<file path="src/rtl/keypad_pkg.sv">
// ---------------------------------------------------------------------------
// keypad_pkg
// Shared definitions for the 4x4 keypad scanner:
//   - matrix geometry (ROWS, COLS, NKEYS)
//   - row-scan state encoding and the matching active-low row drive patterns
//   - clog2 helper for sizing the scan divider and debounce counters
// ---------------------------------------------------------------------------
package keypad_pkg;

  localparam int ROWS  = 4;
  localparam int COLS  = 4;
  localparam int NKEYS = ROWS * COLS;

  // One state per driven row; the encoding doubles as the row index.
  typedef enum logic [1:0] {
    R0 = 2'd0,
    R1 = 2'd1,
    R2 = 2'd2,
    R3 = 2'd3
  } row_state_t;

  localparam logic [3:0] ROW_DRV_R0 = 4'b1110;
  localparam logic [3:0] ROW_DRV_R1 = 4'b1101;
  localparam logic [3:0] ROW_DRV_R2 = 4'b1011;
  localparam logic [3:0] ROW_DRV_R3 = 4'b0111;

  function automatic logic [3:0] row_drive(input row_state_t s);
    logic [3:0] drv;
    drv = ROW_DRV_R0;
    case (s)
      R0:      drv = ROW_DRV_R0;
      R1:      drv = ROW_DRV_R1;
      R2:      drv = ROW_DRV_R2;
      R3:      drv = ROW_DRV_R3;
      default: drv = ROW_DRV_R0;
    endcase
    return drv;
  endfunction

  // Bits needed to hold values 0..v-1; never less than 1.
  function automatic int clog2(input int v);
    int r;
    int x;
    r = 0;
    x = v - 1;
    while (x > 0) begin
      r = r + 1;
      x = x >> 1;
    end
    if (r == 0) r = 1;
    return r;
  endfunction

endpackage

</file>
<file path="src/rtl/key_debounce.sv">
// ---------------------------------------------------------------------------
// key_debounce
// Debounce state for a single key: a saturating-free agreement counter and
// the stable (reported) key state.  Only evaluated when i_tick_en is high,
// which happens once per full keypad scan for this key.
//
// Ports:
//   i_clk        system clock
//   i_rst_n      asynchronous active-low reset
//   i_tick_en    this key is being sampled this cycle
//   i_sample     raw sample, 1 = pressed
//   o_state      debounced state, 1 = held
//   o_state_nxt  value o_state takes at the next clock edge (lets the parent
//                build registered flags aligned with o_state)
// ---------------------------------------------------------------------------
module key_debounce
  import keypad_pkg::*;
#(
  parameter int DEBOUNCE_CNT = 4
) (
  input  logic i_clk,
  input  logic i_rst_n,
  input  logic i_tick_en,
  input  logic i_sample,
  output logic o_state,
  output logic o_state_nxt
);

  localparam int              CNT_W    = clog2(DEBOUNCE_CNT);
  localparam logic [CNT_W-1:0] CNT_LAST = CNT_W'(DEBOUNCE_CNT - 1);

  logic [CNT_W-1:0] r_cnt;
  logic [CNT_W-1:0] w_cnt_nxt;
  logic             r_state;
  logic             w_state_nxt;

  // A sample that agrees with the stable state wipes any partial count, so
  // only DEBOUNCE_CNT consecutive disagreeing samples flip the state.
  always_comb begin
    w_cnt_nxt   = r_cnt;
    w_state_nxt = r_state;
    if (i_tick_en) begin
      if (i_sample == r_state) begin
        w_cnt_nxt = '0;
      end else if (r_cnt == CNT_LAST) begin
        w_state_nxt = ~r_state;
        w_cnt_nxt   = '0;
      end else begin
        w_cnt_nxt = r_cnt + 1'b1;
      end
    end
  end

  always_ff @(posedge i_clk or negedge i_rst_n) begin
    if (!i_rst_n) begin
      r_cnt   <= '0;
      r_state <= 1'b0;
    end else begin
      r_cnt   <= w_cnt_nxt;
      r_state <= w_state_nxt;
    end
  end

  assign o_state     = r_state;
  assign o_state_nxt = w_state_nxt;

endmodule

</file>
<file path="src/rtl/key_matrix_scan.sv">
// ---------------------------------------------------------------------------
// key_matrix_scan
// 4x4 matrix keypad scanner with per-key debounce.  Drives one row low at a
// time, samples the synchronized columns at the end of each row dwell and
// feeds 16 independent debouncers.  Output bus feeds the piano beeper path.
//
// Ports:
//   clk        system clock (single domain)
//   rst_n      asynchronous active-low reset
//   col[3:0]   column lines, pulled up, low = pressed in driven row (async)
//   row[3:0]   row drive, active-low, exactly one bit low
//   key_out    debounced key state, bit row*4+col high = held
//   key_press  one-cycle pulse when any key_out bit rises
//   key_code   lowest set key_out index, 0 when none
// ---------------------------------------------------------------------------
module key_matrix_scan
  import keypad_pkg::*;
#(
  parameter int CLK_FREQ     = 12_000_000,
  parameter int SCAN_HZ      = 1000,
  parameter int DEBOUNCE_CNT = 4
) (
  input  logic        clk,
  input  logic        rst_n,
  input  logic [3:0]  col,
  output logic [3:0]  row,
  output logic [15:0] key_out,
  output logic        key_press,
  output logic [3:0]  key_code
);

  localparam int               SCAN_DIV = CLK_FREQ / SCAN_HZ;
  localparam int               DIV_W    = clog2(SCAN_DIV);
  localparam logic [DIV_W-1:0] DIV_LAST = DIV_W'(SCAN_DIV - 1);

  // Lowest set bit wins; 0 when nothing is set.
  function automatic logic [3:0] lowest_key(input logic [NKEYS-1:0] v);
    logic [3:0] idx;
    idx = 4'd0;
    for (int i = NKEYS - 1; i >= 0; i--) begin
      if (v[i]) idx = 4'(i);
    end
    return idx;
  endfunction

  logic [3:0]       r_col_meta;
  logic [3:0]       r_col_sync;
  logic [DIV_W-1:0] r_div;
  logic             w_tick;
  row_state_t       r_state;
  row_state_t       w_state_nxt;
  logic [3:0]       r_row;
  logic [1:0]       w_row_idx;
  logic [NKEYS-1:0] w_key_state;
  logic [NKEYS-1:0] w_key_nxt;
  logic             r_press;
  logic [3:0]       r_code;

  // Column synchronizer
  always_ff @(posedge clk or negedge rst_n) begin
    if (!rst_n) begin
      r_col_meta <= 4'h0;
      r_col_sync <= 4'h0;
    end else begin
      r_col_meta <= col;
      r_col_sync <= r_col_meta;
    end
  end

  // Row dwell divider; tick marks the last clock of each dwell.
  always_ff @(posedge clk or negedge rst_n) begin
    if (!rst_n) begin
      r_div <= '0;
    end else if (w_tick) begin
      r_div <= '0;
    end else begin
      r_div <= r_div + 1'b1;
    end
  end

  assign w_tick = (r_div == DIV_LAST);

  // Row FSM: state register plus registered row drive so the pins never
  // glitch while the state bits change.
  always_ff @(posedge clk or negedge rst_n) begin
    if (!rst_n) begin
      r_state <= R0;
      r_row   <= ROW_DRV_R0;
    end else begin
      r_state <= w_state_nxt;
      r_row   <= row_drive(w_state_nxt);
    end
  end

  always_comb begin
    w_state_nxt = r_state;
    if (w_tick) begin
      case (r_state)
        R0:      w_state_nxt = R1;
        R1:      w_state_nxt = R2;
        R2:      w_state_nxt = R3;
        R3:      w_state_nxt = R0;
        default: w_state_nxt = R0;
      endcase
    end
  end

  assign w_row_idx = r_state;
  assign row       = r_row;

  // Sampling uses the row still being driven: the tick is the final clock
  // of the dwell, so the row advance lands on the same edge as the sample.
  for (genvar gi = 0; gi < NKEYS; gi++) begin : g_key
    logic w_tick_en;
    logic w_sample;

    assign w_tick_en = w_tick && (w_row_idx == 2'(gi / COLS));
    assign w_sample  = ~r_col_sync[gi % COLS];

    key_debounce #(
      .DEBOUNCE_CNT (DEBOUNCE_CNT)
    ) u_deb (
      .i_clk       (clk),
      .i_rst_n     (rst_n),
      .i_tick_en   (w_tick_en),
      .i_sample    (w_sample),
      .o_state     (w_key_state[gi]),
      .o_state_nxt (w_key_nxt[gi])
    );
  end

  // Flags are derived from the debouncers' next state so they register on
  // the same edge that key_out changes.
  always_ff @(posedge clk or negedge rst_n) begin
    if (!rst_n) begin
      r_press <= 1'b0;
      r_code  <= 4'd0;
    end else begin
      r_press <= |(w_key_nxt & ~w_key_state);
      r_code  <= lowest_key(w_key_nxt);
    end
  end

  assign key_out   = w_key_state;
  assign key_press = r_press;
  assign key_code  = r_code;

endmodule

</file>
<file path="config.mk">
export PLATFORM = sky130hd
export DESIGN_NAME = key_matrix_scan
export DESIGN_NICKNAME = d
export VERILOG_FILES = /design/src/rtl/keypad_pkg.sv /design/src/rtl/key_debounce.sv /design/src/rtl/key_matrix_scan.sv
export SDC_FILE = /design/constraint.sdc
export NUM_CORES = 1
export LEC_CHECK = 0
export CAP_MARGIN = 20
export CORE_MARGIN = 3
export CORE_UTILIZATION = 58
export DETAILED_ROUTE_END_ITERATION = 8
export GPL_TIMING_DRIVEN = 0
export HOLD_SLACK_MARGIN = 0.03
export PLACE_DENSITY = 0.82
export REMOVE_ABC_BUFFERS = 1
export SLEW_MARGIN = 20
export SYNTH_ARGS = -nofsm -noshare
export SYNTH_HDL_FRONTEND = slang
export SYNTH_SLANG_ARGS = --single-unit
export TNS_END_PERCENT = 1
</file>
<file path="constraint.sdc">
create_clock -name clk -period 2.7 [get_ports clk]
set_clock_uncertainty 0.15 [all_clocks]
set_input_delay 0.54 -clock clk [delete_from_list [all_inputs] [get_ports clk]]
set_output_delay 0.54 -clock clk [all_outputs]
set_load 0.05 [all_outputs]
</file>
### Word level (Yosys, flattened, before mapping)

Index checks and enable logic that the tools add are counted.

* word-level logic and storage cells: 224
* register bits: 81
* input port bits: 6

* bitwise operators: 22
* add/subtract/negate cells: 17
* equal/unequal tests: 39
* reductions and logical operators: 7
* mux-type cells: 100

Operators by type and width (number)
* 2-bit 2-to-1 mux: 33
* 4-bit 2-to-1 mux: 16
* 1-bit 2-to-1 mux: 48
* 2-bit equality test, second input constant: 20
* 2-bit by 1-bit adder with 2-bit output, second input constant: 16
* 1-bit NOT: 20
* 16-bit bitwise AND: 1
* 1-bit equality test: 16
* 16-bit NOT: 1
* 4-bit one-hot mux with 4 select lines: 1
* 16-bit OR reduction: 1
* 14-bit by 1-bit adder with 14-bit output, second input constant: 1
* 14-bit equality test, second input constant: 1
* 14-bit 2-to-1 mux: 1
* 2-bit one-hot mux with 4 select lines: 1
* 2-bit by 1-bit equality test with 1-bit output, second input constant: 2
* 1-bit logical AND: 4
* 2-bit zero test: 2

### Logic depth before layout (Yosys ltp)

Gate-level depths: netlist of the first run.

* word-level depth: 20
* gate-level depth with buffers: 10
* mapped depth without buffers: 9

### By module

From an unflattened synthesis of the first run, not the netlist that was laid out.

* cells, all modules: 375
* area, all modules: 3951.3 um^2

Modules (own cells, without submodules)
* key_debounce: cells an instance 13, instances 16, area each 143.9 um^2
* key_matrix_scan: cells an instance 167, instances 1, area each 1649.1 um^2

### Least setup slack after synthesis of the first run

No wires, ideal clock.

* kind: reg-to-reg
* start point: register r_div[0]
* end point: register r_code[2], in the netlist key_code[2]
* slack: 0.455 ns
* path buffers: 1
* setup time: 0.132 ns
* period minus slack after synthesis: 2.245 ns
* arrival time: 1.964 ns
* cell stages (with the launch flop): 11
* cells stage by stage: dfrtp_1 -> ha_1 -> and4_1 -> and4_1 -> buf_6 -> nand3_2 -> mux2i_1 -> inv_1 -> nor4_1 -> nand3b_1 -> a31oi_1

RTL lines
* start: declaration: line key_matrix_scan.sv:48 `logic [DIV_W-1:0] r_div;`
* start signal: assignment: line key_matrix_scan.sv:77 `r_div <= r_div + 1'b1;`
* 14-bit equality test: line key_matrix_scan.sv:81 `assign w_tick = (r_div == DIV_LAST);`
* 1-bit logical AND: line key_matrix_scan.sv:117 `assign w_tick_en = w_tick && (w_row_idx == 2'(gi / COLS));`
* 1-bit 2-to-1 mux: line key_debounce.sv:42 `if (i_tick_en) begin`
* named net g_key[12].u_deb.o_state_nxt: line key_debounce.sv:26 `output logic o_state_nxt`
* 4-bit 2-to-1 mux (13 in series): line key_matrix_scan.sv:41 `if (v[i]) idx = 4'(i);`
* end signal: assignment: line key_matrix_scan.sv:140 `r_code <= lowest_key(w_key_nxt);`
* end: declaration: line key_matrix_scan.sv:57 `logic [3:0] r_code;`

The timed path passes the listed nets, and every way through them passes these cells.
A chain may end at the register's enable or synchronous reset.

### Final worst setup path of the first run

* start point: register r_div[0]
* end point: register r_code[2], in the netlist key_code[2]

RTL lines (line)
* 14-bit equality test: key_matrix_scan.sv:81
* 1-bit logical AND: key_matrix_scan.sv:117
* 1-bit 2-to-1 mux: key_debounce.sv:42
* named net g_key[13].u_deb.o_state_nxt: key_debounce.sv:26
* 4-bit 2-to-1 mux (14 in series): key_matrix_scan.sv:41

The timed path passes the listed nets, and every way through them passes these cells.

==> results of run 1 <==
## worst paths after layout
check / endpoint / slack [ps]
max: key_code[2] / 110
min: r_col_sync[0] / 210
max reg2reg: key_code[2] / 110
min reg2reg: r_col_sync[0] / 210
max in group asynchronous: key_code[3] / 1260
min in group asynchronous: r_div[3] / 540
## per-stage QoR
stage / std cells / hold WS (ps) / worst slack, ps
after floorplan: 360 / 94.4 / -90.6
after detailed placement: 487 / 187 / -714
after global routing: 506 / 224 / -9.64
after global placement: 486 / 182 / -1860
final: 506 / 207 / 112
after CTS: 505 / 214 / 51.5
## critical path, cell delays in order (launching register included)
cell	delay (ps)
dfrtp_1	400
ha_1	220
and4_4	330
and4_4	330
nand3_1	140
mux2i_2	230
nor4_2	370
nand3b_1	160
a31oi_1	120
## Yosys cell counts (2+ instances only)
cell type,number
o22ai_1,2
nand2b_1,2
inv_1,33
a31oi_1,2
nand4_1,11
mux2i_1,8
dfstp_2,3
and2_1,2
xor2_1,23
a21o_1,16
o21ai_0,6
nor3_1,4
o21bai_1,3
buf_2,3
xnor2_1,5
dfrtp_1,78
a32o_1,2
nor2b_1,3
nor4_1,18
and3_1,4
ha_1,22
mux2_2,7
clkbuf_1,8
buf_4,17
nand2_1,29
and4_1,9
nor2_1,22
nand3_1,14
o31ai_1,16
## power groups by stage
stage	Sequential, mW	Clock [mW]	Combinational (mW)
3_3_place_gp	1.25	0	0.0481
4_1_cts	1.23	0.921	0.0540
3_5_place_dp	1.25	0	0.0525
5_1_grt	1.23	0.977	0.0604
6_report	1.23	0.907	0.0525
2_1_floorplan	1.25	0	0.0141
## repair_timing
| item | CTS | global route |
|---|---|---|
| pin swaps | 1 | 3 |
| hold endpoints to repair | 35 | 0 |
| cloned | 1 | 1 |
| gates resized for setup | 4 | 3 |
| hold buffers | 1 | 0 |
| setup endpoints to repair | 52 | 4 |
## logic make-up (layout without fill, tap and decap cells)
group                      count (synthesis)  in the layout
DFF                                       81             81
xor gates and xnor gates                  28             28
AOI/OAI and AO/OA                         56             56
and+or+nand+nor                          124            126
buffers and inverters                     63             81
muxes                                     16             16
adders and majority gates                 22             22
## layer usage
metal  global-route usage  share of wire
met5                    0              0
met2                0.370           0.49
met4               0.0702          0.019
met1                0.286           0.44
met3               0.0450          0.052
## cell type report
cell class	instances	share of cell area
clock inverters	6	0.0143
inverters	33	0.0268
multi-input cells	248	0.393
clock buffers	10	0.0297
well taps	96	0.0260
flip-flops and latches	81	0.439
repair buffers	32	0.0708
## state kept, by name, summed over array words and instances (netlist names)
name,count
g_key.u_deb.o_state,16
g_key.u_deb.r_cnt,32
key_code,4
key_press,1
r_col_meta,4
r_col_sync,4
r_div,14
r_state,2
row,4
==> results.py, run 1 <==
metrics = {
    "global_routing": {
        "grtUsageTotal": 0.220,
        "grt_pass1_wl_um": 14500,
        "grt_overflow_total": 0,
        "grt_pass1_vias": 3067,
        "antenna_found_initial": 0,
        "grt_max_degree": 44,
    },
    "layout": {
        "mostFrequentLayoutCells": "dfrtp_1, inv_1, nand2_1, clkdlybuf4s50_1, xor2_1",
        "multi_input_area_um2": 1820,
        "final_util": 0.677,
        "stdcell_area_um2": 4630,
        "drive_gt1_frac": 0.0976,
        "final-seq-area_um2": 2030,
        "final_common_cell": "dfrtp_1",
        "diodes": 0,
        "nets": 433,
        "nFillCells": 533,
        "area_delta_synth_final_pct": 12.1,
    },
    "sta": {
        "maxSlewHeadroom": 0.625,
        "finalSetupViolations": 0,
        "grt_setup_unrepaired": "true",
        "fmax_ghz": 0.386,
        "fin_crit_sh": 0.958,
        "hold_viol_final": 0,
        "period_minus_slack_ps": 2590,
        "slew_viol_final": 0,
        "tightest_slew_ps": 561,
        "finalSetupTns_ps": 0,
    },
    "logic_synthesis": {
        "netlist_area_um2": 4130,
        "synth-compound-area-share": 0.101,
        "synth_top_cell_by_area": "dfrtp_1",
        "yosysWarnings": 0,
        "synth_cell_types": 47,
        "synthMuxAreaShare": 0.0421,
        "synth_top_area_frac": 0.473,
        "synth_top_family_by_area": "simple AND/OR/NAND/NOR gates",
        "synth_enable_flop_cells": 0,
        "synth_xor_area_frac": 0.0594,
        "ys_seq_elements": 81,
        "syn_area_per_cell_um2": 10.6,
        "syn_inst": 390,
        "ys_seq_area_frac": 0.492,
        "synthTopCellsByArea": "dfrtp_1, ha_1, xor2_1, buf_4, inv_1",
        "synthSimpleGateAreaFrac": 0.163,
        "ys.flop_type": "dfrtp_1",
        "async_reset_ff_frac": 1.00,
        "synthAdderAreaFrac": 0.0667,
    },
    "clocking": {
        "root_buffer": "clkbuf_8",
        "post_cts.repair.setup_buffers": 0,
        "cts.sinks": 81,
        "htree_levels": 3,
        "numCtsBuffers": 9,
        "clkTransAtPathRegs_ps": 90,
        "cts_buffer_depth": 2,
        "insertion_delay_ps": 360,
        "tritoncts": "built",
    },
    "power": {
        "pwr-share-seq": 0.562,
        "p_clk_frac": 0.414,
        "ir_drop_uv": 291,
        "switching_share": 0.229,
        "power_mw": 2.19,
        "p_int_mw": 1.69,
        "cellLeakagePower_nw": 2.30,
        "power_density_nw_per_um2": 473,
        "power_frac_comb": 0.024,
        "p_sw_mw": 0.502,
    },
    "hold_path": {
        "worstHoldPathCells": 0,
        "hold_path.class": "reg2reg",
        "min_from": "r_col_meta[0]",
    },
    "routing": {
        "drc": 0,
        "drtIter0Drc": 218,
        "postRouteAntennaNets": 0,
        "viasPerCell": 5.85,
        "vias": 2960,
        "wl_um": 8610,
        "wl_per_cell_um": 17.0,
        "dr.pass1.iters": 4,
    },
    "worst_setup_path": {
        "crit_path_start": "r_div[0]",
        "required_ps": 2760,
        "crit_path_end_kind": "flop",
        "critical_path_class": "reg2reg",
        "cp.arrival_ps": 2650,
        "cp-start-kind": "flop",
        "reg2reg_depth": 8,
        "cp_max_fo": 14,
        "regToRegStartpoint": "r_div[0]",
    },
    "placed_design": {
        "place_area_um2": 4380,
        "hpwlAfterDp_um": 5940,
        "gp_congestion": 0.871,
        "io_buffers": 30,
    },
    "die": {
        "die_h_um": 90.3,
        "rows": 30,
        "io_pins": 31,
        "die_area_um2": 8160,
        "initial_core_util": 0.604,
        "die-width_um": 90.3,
        "coreArea_um2": 6830,
    },
    "run": {
        "drv_cap": 0,
    },
    "status": {
        "status": "finished clean",
    },
}
Power figures use the tool's default switching activity.
==> run 2: changes to the inputs <==
--- a/config.mk
+++ b/config.mk
@@ -10,7 +10,7 @@
 export CORE_UTILIZATION = 58
 export DETAILED_ROUTE_END_ITERATION = 8
 export GPL_TIMING_DRIVEN = 0
-export HOLD_SLACK_MARGIN = 0.03
+export HOLD_SLACK_MARGIN = 0.12
 export PLACE_DENSITY = 0.82
 export REMOVE_ABC_BUFFERS = 1
 export SLEW_MARGIN = 20
==> results of run 2 <==
The final DEF is identical to that of run 1; final timing and power are the same.
==> run 3: changes to the inputs <==
--- a/config.mk
+++ b/config.mk
@@ -9,8 +9,8 @@
 export CORE_MARGIN = 3
 export CORE_UTILIZATION = 58
 export DETAILED_ROUTE_END_ITERATION = 8
-export GPL_TIMING_DRIVEN = 0
 export HOLD_SLACK_MARGIN = 0.12
+export MAX_ROUTING_LAYER = met4
 export PLACE_DENSITY = 0.82
 export REMOVE_ABC_BUFFERS = 1
 export SLEW_MARGIN = 20
==> run 3 against run 2 <==
  * Global-route usage increased by 1.3 points
  * Clock power down 9.6%
  * Non-clock buffer count grew 10
  * Cell area rose by 0.46%
  * Power down 3.7%
  * First-iteration DRC count grew 12%
  * Worst setup slack better by 58 ps
  * Hold slack hardly changed
  * Clock-buffer cell count decreased by 1
  * Largest cell class unchanged
  * Highest routed layer unchanged
==> results.py, run 3 (synthesized netlist as in run 1, its figures left out) <==
metrics = {
    "status": {
        "status": "finished clean",
    },
    "power": {
        "power_frac_comb": 0.031,
        "cellLeakagePower_nw": 2.34,
        "p_sw_mw": 0.529,
        "p_int_mw": 1.58,
        "pwr-share-seq": 0.580,
        "p_clk_frac": 0.389,
        "power_density_nw_per_um2": 454,
        "ir_drop_uv": 379,
        "switching_share": 0.251,
    },
    "layout": {
        "drive_gt1_frac": 0.108,
        "nets": 441,
        "diodes": 0,
        "largest_reg_flops": 32,
        "final_util": 0.680,
        "area_delta_synth_final_pct": 12.6,
        "largest-register": "g_key.u_deb.r_cnt",
        "final_common_cell": "dfrtp_1",
        "mostFrequentLayoutCells": "dfrtp_1, inv_1, nand2_1, clkdlybuf4s50_1, xor2_1",
    },
    "sta": {
        "maxSlewHeadroom": 0.629,
        "slew_viol_final": 0,
        "grt_setup_unrepaired": "false",
        "hold_viol_final": 0,
        "tightest_slew_ps": 557,
        "finalSetupTns_ps": 0,
        "finalSetupViolations": 0,
        "period_minus_slack_ps": 2530,
        "setup_slack_ps": 171,
        "fmax_ghz": 0.395,
        "fin_crit_sh": 0.937,
    },
    "run": {
        "drv_cap": 0,
    },
    "worst_setup_path": {
        "cp.arrival_ps": 2630,
        "crit_path_end_kind": "flop",
        "max_stage_delay_ps": 420,
        "required_ps": 2800,
        "cp-start-kind": "flop",
        "slowest_stage": "dfrtp_1",
        "cp_max_fo": 17,
        "critical_path_class": "reg2reg",
        "path_cells": "ha_1 > and4_1 > and4_1 > buf_4 > nand3_1 > mux2_2 > nor2_1 > nand2_1 > a311oi_1",
        "cpMostUsedCell": "and4_1",
    },
    "die": {
        "die_area_um2": 8160,
        "io_pins": 31,
        "die-width_um": 90.3,
        "die_h_um": 90.3,
        "rows": 30,
        "initial_core_util": 0.604,
        "coreArea_um2": 6830,
    },
    "routing": {
        "viasPerCell": 5.75,
        "postRouteAntennaNets": 0,
        "vias": 2955,
        "drc": 0,
        "wl_um": 8820,
        "dr.pass1.iters": 4,
        "wl_per_cell_um": 17.2,
        "drtIter0Drc": 245,
    },
    "clocking": {
        "htree_levels": 3,
        "clkTransAtPathRegs_ps": 90,
        "cts.sinks": 81,
        "cts_buffer_depth": 2,
        "numCtsBuffers": 9,
        "insertion_delay_ps": 360,
        "tritoncts": "built",
        "post_cts.repair.setup_buffers": 0,
        "root_buffer": "clkbuf_8",
    },
    "placed_design": {
        "preCtsSetupSlack_ps": 151,
        "io_buffers": 30,
        "hpwlAfterDp_um": 6390,
        "gp_congestion": 0.877,
    },
    "hold_path": {
        "hold_path.class": "reg2reg",
    },
    "global_routing": {
        "grt_pass1_vias": 2987,
        "antenna_found_initial": 0,
        "grt_pass1_wl_um": 14500,
        "grtUsageTotal": 0.233,
        "grt_overflow_total": 0,
        "grt_max_degree": 45,
    },
}
==> run 3: cell types whose count changed in the layout (fill, tap and decap cells not counted), sizes merged <==
cell      delta
buf         +10
clkinvlp     -2
inv          +2
and4         -2
clkbuf       -1
bufinv       -1
clkinv       +2
==> run 3: worst paths after layout <==
path,startpoint,to,slack [ps],cells after the start
setup / recovery,r_div[0],key_code[3],170,9
hold / removal,r_col_meta[1],r_col_sync[1],210,0
setup reg to reg,r_div[0],key_code[3],170,9
hold reg to reg,r_col_meta[1],r_col_sync[1],210,0
max in group asynchronous,rst_n,g_key[5].u_deb.o_state,1240,3
min in group asynchronous,rst_n,g_key[10].u_deb.r_cnt[1],560,2
==> run 3: area by class of cell <==
cell class	count	area (um2)
clock buffers	9	124
well taps	96	120
clock inverters	7	52.6
multi-input cells	246	1790
fillers	535	2180
flip-flops and latches	81	2030
repair buffers	42	403
inverters	33	124
==> run 3: stage by stage <==
step / hold WS (ps) / power [mW] / area (um2) / std cells
after detailed placement: 190 / 1.31 / 4450 / 497
after global placement: 182 / 1.31 / 4450 / 497
after floorplan: 94.4 / 1.26 / 3940 / 360
after global routing: 214 / 2.17 / 4650 / 514
after CTS: 211 / 2.12 / 4640 / 514
final: 207 / 2.11 / 4650 / 514
==> run 3: power by group through the flow <==
| stage | sequential, mW | combinational [mW] | clock, mW |
|---|---|---|---|
| floorplan | 1.25 | 0.0141 | 0 |
| global placement | 1.25 | 0.0639 | 0 |
| detailed placement | 1.25 | 0.0658 | 0 |
| CTS | 1.22 | 0.0671 | 0.826 |
| global route | 1.22 | 0.0736 | 0.877 |
| finish | 1.22 | 0.0660 | 0.820 |
==> run 3: layer usage <==
metal,GRT usage,wire length [um]
met2,0.380,4410
met3,0.0375,342
met5,-,0
met1,0.290,3910
met4,0.0957,159
==> run 3: worst max-delay path, delay by kind of cell (launching register included) <==
| kind | cells | cell delay (ps) |
|---|---|---|
| buffers and inverters | 1 | 190 |
| AO/OA/AOI/OAI | 1 | 220 |
| AND/OR/NAND/NOR | 5 | 820 |
| multiplexers | 1 | 370 |
| flip-flops | 1 | 420 |
| adder cells (fa/ha/maj) | 1 | 240 |
==> run 3: repair_timing <==
action                     in CTS  in global routing
setup endpoints to repair       0                  1
resized for setup               0                  2
hold endpoints to repair       40                  0
hold buffers                    1                  0
